File: config.mk
export PLATFORM = sky130hd
export DESIGN_NAME = tsync_rx_multi
export DESIGN_NICKNAME = d
export VERILOG_FILES = /design/src/rtl/tsync_rx_multi.sv
export SDC_FILE = /design/constraint.sdc
export NUM_CORES = 1
export LEC_CHECK = 0
export CAP_MARGIN = 20
export CORE_ASPECT_RATIO = 1.4
export CORE_UTILIZATION = 45
export CTS_BUF_LIST = sky130_fd_sc_hd__clkbuf_8
export CTS_CLUSTER_DIAMETER = 150
export DETAILED_ROUTE_END_ITERATION = 8
export PLACE_DENSITY_LB_ADDON = 0.15
export SLEW_MARGIN = 15
export SYNTH_ARGS = -nofsm -noshare
export SYNTH_HDL_FRONTEND = slang
export SYNTH_SLANG_ARGS = --single-unit
File: constraint.sdc
create_clock -name clk -period 6.2 [get_ports clk]
set_input_delay 0.62 -clock clk [delete_from_list [all_inputs] [get_ports clk]]
set_output_delay 0.62 -clock clk [all_outputs]
set_load 0.05 [all_outputs]
File: src/rtl/tsync_rx_multi.sv
// tsync_rx_multi: multi-channel toggle synchroniser receiver with per-channel
// saturating pending-event counters behind a valid/ready handshake.
module tsync_rx_multi #(
  parameter int unsigned NUM_CH      = 4,
  parameter int unsigned SYNC_STAGES = 2,
  parameter int unsigned CNT_W       = 4
) (
  input  logic                    clk,
  input  logic                    rst,
  input  logic [NUM_CH-1:0]       toggle_in,
  output logic [NUM_CH-1:0]       evt_valid,
  input  logic [NUM_CH-1:0]       evt_ready,
  output logic [NUM_CH*CNT_W-1:0] pending_cnt,
  output logic [NUM_CH-1:0]       overflow,
  input  logic [NUM_CH-1:0]       clear_ovf
);

  if (SYNC_STAGES < 2) begin : g_bad_sync_stages
    $error("tsync_rx_multi: SYNC_STAGES must be >= 2");
  end

  localparam logic [CNT_W-1:0] CNT_MAX = '1;

  logic [NUM_CH-1:0] sync_q [SYNC_STAGES];
  logic [NUM_CH-1:0] sync_d [SYNC_STAGES];
  logic [NUM_CH-1:0] hist_q, hist_d;
  logic [NUM_CH-1:0] tgl_edge;
  logic [NUM_CH-1:0] accept;
  logic [CNT_W-1:0]  cnt_q [NUM_CH];
  logic [CNT_W-1:0]  cnt_d [NUM_CH];
  logic [NUM_CH-1:0] ovf_q, ovf_d;

  always_comb begin
    sync_d[0] = toggle_in;
    for (int unsigned k = 1; k < SYNC_STAGES; k++) begin
      sync_d[k] = sync_q[k-1];
    end
    hist_d   = sync_q[SYNC_STAGES-1];
    tgl_edge = sync_q[SYNC_STAGES-1] ^ hist_q;
  end

  always_comb begin
    pending_cnt = '0;
    for (int unsigned i = 0; i < NUM_CH; i++) begin
      evt_valid[i]                    = (cnt_q[i] != '0);
      pending_cnt[i*CNT_W +: CNT_W]   = cnt_q[i];
    end
    overflow = ovf_q;
    accept   = evt_valid & evt_ready;
  end

  // Simultaneous inc and dec cancel, so a full counter accepting while a new
  // edge arrives neither moves nor flags overflow; a lost increment beats clear.
  always_comb begin
    for (int unsigned i = 0; i < NUM_CH; i++) begin
      cnt_d[i] = cnt_q[i];
      ovf_d[i] = ovf_q[i] & ~clear_ovf[i];
      if (tgl_edge[i] && !accept[i]) begin
        if (cnt_q[i] == CNT_MAX) begin
          ovf_d[i] = 1'b1;
        end else begin
          cnt_d[i] = cnt_q[i] + CNT_W'(1);
        end
      end else if (!tgl_edge[i] && accept[i]) begin
        cnt_d[i] = cnt_q[i] - CNT_W'(1);
      end
    end
  end

  always_ff @(posedge clk) begin
    if (rst) begin
      for (int unsigned k = 0; k < SYNC_STAGES; k++) begin
        sync_q[k] <= '0;
      end
      for (int unsigned i = 0; i < NUM_CH; i++) begin
        cnt_q[i] <= '0;
      end
      hist_q <= '0;
      ovf_q  <= '0;
    end else begin
      for (int unsigned k = 0; k < SYNC_STAGES; k++) begin
        sync_q[k] <= sync_d[k];
      end
      for (int unsigned i = 0; i < NUM_CH; i++) begin
        cnt_q[i] <= cnt_d[i];
      end
      hist_q <= hist_d;
      ovf_q  <= ovf_d;
    end
  end

endmodule

Word-level counts from Yosys, hierarchy flattened
Memories as Yosys holds them, arrays and structs flattened.
Cells that the tools add are included.
{"block": "word_totals", "reg_bits": 8, "ram_bits": 24, "inputBits": 14, "output_inout_bits": 24, "word_cells": 81, "memories": 2}
{"memory": "cnt_q", "depth": 4, "width": 4, "rd": 4, "rd_clocked_by_memory_dff": 0, "write_ports": 4, "line_no": "29", "source": "logic [CNT_W-1:0] cnt_q [NUM_CH];"}
{"memory": "sync_q", "depth": 2, "width": 4, "rd": 2, "rd_clocked_by_memory_dff": 0, "write_ports": 2, "line_no": "24", "source": "logic [NUM_CH-1:0] sync_q [SYNC_STAGES];"}
{"block": "classes", "add_sub_neg": 8, "n_eq_ne": 4, "muxes": 29, "n_bitwise": 16, "reduce_logical": 20}
{"op": "$mux 4", "count": 18}
{"op": "$add 4x1->4 const B", "count": 4}
{"op": "$eq 4x4->1 const B", "count": 4}
{"op": "$reduce_bool 4->1", "count": 4}
{"op": "$sub 4x1->4 const B", "count": 4}
{"op": "$mux 1", "count": 11}
{"op": "$logic_and 1x1->1", "count": 8}
{"op": "$logic_not 1->1", "count": 8}
{"op": "$or 1x1->1", "count": 6}
{"op": "$and 1x1->1", "count": 4}
{"op": "$and 4x4->4", "count": 1}
{"op": "$not 1->1", "count": 4}
{"op": "$xor 4x4->4", "count": 1}

Longest topological paths before layout
{"block": "logic_depth", "ltp_word": 6, "mapped_depth": 9, "mapped_depth_nobuf": 8}

Worst setup path after synthesis
No wires, ideal clock.
{"block": "synth_path", "path_type": "reg2reg", "startpoint": "memory cnt_q[1][1]", "endpoint": "memory cnt_q[1][3]", "setup_ps": 134, "t_arrival_ps": 2549, "required_ps": 6066, "path_slack_ps": 3517, "path_stages_with_launch": 9, "path_buffers": 1, "synth_period_minus_slack_ps": 2683, "path_cell_list": "dfxtp_1 > buf_6 > o41ai_4 > nand2_1 > ha_1 > a31o_2 > nand4_1 > o31ai_1 > or4_1"}
{"item": "from (decl)", "line_no": "29"}

==> results.py <==
metrics = {
    "grt": {
        "grt_antenna_before_repair": 0,
        "grt_pass1_wl_mm": 6.782,
        "grt_pass1_vias": 1613,
        "grt-ovfl-total": 0,
        "grt_max_degree": 37,
        "grt_use_total": 0.1883,
    },
    "critical_path": {
        "cp-end-kind": "output pin",
        "cp_num_buf_inv": 1,
        "critical_path_arrival_ns": 2.17,
        "setup.worst_path.start": "cnt_q[2][1]",
        "slowest_delay_ns": 0.73,
        "slowest_stage": "or4_2",
        "critPathMaxFanout": 10,
        "crit_required_ns": 5.58,
        "startpoint_type": "flop",
        "critPathKind": "flop to output pin",
        "r2r_slack_ns": 3.56,
        "crit_chain": "or4_2, clkdlybuf4s50_1",
        "reg2reg_from": "cnt_q[3][0]",
        "cp_top_family": "simple AND/OR/NAND/NOR gates",
    },
    "detailed_routing": {
        "drcViolationCount": 4,
        "routedWlPerCell_microns": 13.54,
        "drt-total-wl_mm": 4.034,
        "vias": 1797,
        "drtPass1Iterations": 6,
        "postRouteAntennaNets": 0,
        "vias_per_cell": 6.030,
        "drtIter0Drc": 134,
    },
    "cts": {
        "clk_latency_ns": 0.28,
        "cts_root_buffer": "clkbuf_8",
        "h-tree-depth": 2,
        "clock-sinks": 32,
        "post_cts_buffers": 0,
        "cts_resized": 0,
        "path_clk_slew_ns": 0.06,
        "holdBufCountCts": 0,
        "clock_path_buffers": 2,
        "cts_buffers": 5,
        "tritoncts": "yes",
    },
    "placed_design": {
        "place_area_sq_um": 2287,
        "port_buffers": 37,
        "place_ws_ns": 3.233,
        "gp_congestion": 0.8700,
        "placedCellCount": 293,
        "dp_hpwl_mm": 2.829,
    },
    "sta": {
        "finalSetupViolCount": 0,
        "rsz0062_at_grt": "false",
        "fin_crit_sh": 0.4503,
        "fin_tns_setup_ns": 0,
        "clock_skew_ns": 0.004752,
        "setup_ws_ns": 3.408,
        "timing.hold.ws_ns": 0.4302,
        "finalCriticalPeriod_ns": 2.792,
        "fmax_mhz": 358.1,
        "hold_viol_final": 0,
        "drv_slew": 0,
        "slew_headroom": 0.6062,
        "worst_pin_slew_ns": 0.5887,
    },
    "cells_and_area": {
        "final_area_sq_um": 2356,
        "area_growth_pct": 23.64,
        "fillers": 383,
        "fin_util": 0.5910,
        "antennaDiodeCount": 0,
        "most-common-layout-cells": "37 x clkdlybuf4s50_1, 32 x dfxtp_1, 28 x nor3_1, 20 x nand3_1, 16 x nor2b_1",
        "multi_input_area_sq_um": 1185,
        "seqCellArea_sq_um": 640.6,
        "num-nets-final": 279,
        "final_cells": 298,
        "final_common_cell": "clkdlybuf4s50_1",
        "drive_above_1_share": 0.07451,
    },
    "logic_synthesis": {
        "synth_seq_area_share": 0.3362,
        "async_reset_ff_frac": 0,
        "yosys_warnings": 0,
        "synth_cells": 220,
        "yosys_most_used_dff": "dfxtp_1",
        "syn_avg_cell_area_sq_um": 8.662,
        "ys_ff_latch": 32,
        "syn-num-nets": 242,
        "synth_edf_count": 0,
        "synth_area_sq_um": 1906,
        "synth_cell_types": 30,
    },
    "floorplan": {
        "ios": 38,
        "rows": 27,
        "initial_core_util": 0.4780,
        "die_area_sq_um": 4502,
        "die_w_microns": 57.00,
        "dieHeight_microns": 79.00,
        "coreArea_sq_um": 3986,
    },
    "worst_hold_path": {
        "hp-class": "flop to flop",
        "worstHoldStart": "sync_q[0][1]",
    },
    "power_and_ir_drop": {
        "netSwitchingPower_mw": 0.6169,
        "peakVddDrop_mv": 0.2943,
        "combPwrFrac": 0.592,
        "leakagePower_nw": 0.8511,
        "p_int_mw": 0.5964,
        "seqPwrFrac": 0.292,
        "p_per_area_nw_per_um2": 515.0,
        "report.power.total_mw": 1.213,
        "clkPwrFrac": 0.116,
        "switching_share": 0.5084,
    },
    "status": {
        "status": "complete, but fails checks",
        "failed_checks": "DRC",
    },
    "job": {
        "max_cap_violations": 0,
    },
}
[power groups by stage]
stage                     registers (mW)  clock network (mW)  logic (mW)
after floorplan                    0.456                   0       0.429
after global placement             0.359                   0       0.705
after detailed placement           0.358                   0       0.711
after CTS                          0.354               0.147       0.717
after global routing               0.366               0.153       0.771
final                              0.355               0.141       0.718
[registers in the layout, indices dropped and copies added, names as in the netlist]
register,count
overflow,4
cnt_q,16
hist_q,4
sync_q,8
[cells by family after synthesis]
group,share of synthesized area
buffers and inverters,0.04202
and+or+nand+nor,0.2935
DFF,0.3362
AOI/OAI and AO/OA,0.2206
adders and majority gates,0.05253
xor gates and xnor gates,0.05515
[final cells by class]
cell class                      count  area share
Clock buffer                        5     0.02921
Inverter                            8     0.01275
Multi-Input combinational cell    172      0.5029
Sequential cell                    32      0.2719
Tap cell                           43     0.02284
Timing Repair Buffer               38      0.1604
[cells in the mapped netlist (6+ instances only)]
cell type  instances  area share
a21oi_1           12       0.032
nor2b_1           16       0.053
ha_1               8       0.053
or4_1              6       0.024
nor3_1            28       0.074
inv_1              8       0.016
nor2_1             8       0.016
dfxtp_1           32        0.34
xor2_1             8       0.037
o21ai_0           12       0.032
nand3_1           20       0.053
nand4_1            8       0.026
[per-layer routing]
layer	wire, microns	part of all wire	global-route usage
met5	0	0	0
met4	55	0.014	0.07317
met3	176	0.044	0.04072
met2	2035	0.50	0.3318
met1	1766	0.44	0.2190
[worst paths after layout]
kind	to	cells past startpoint
setup / recovery	evt_valid[2]	2
hold reg to reg	sync_q[0][5]	1
hold / removal	sync_q[0][5]	1
setup reg to reg	cnt_q[3][3]	7
(Power assumes the default switching activity.)
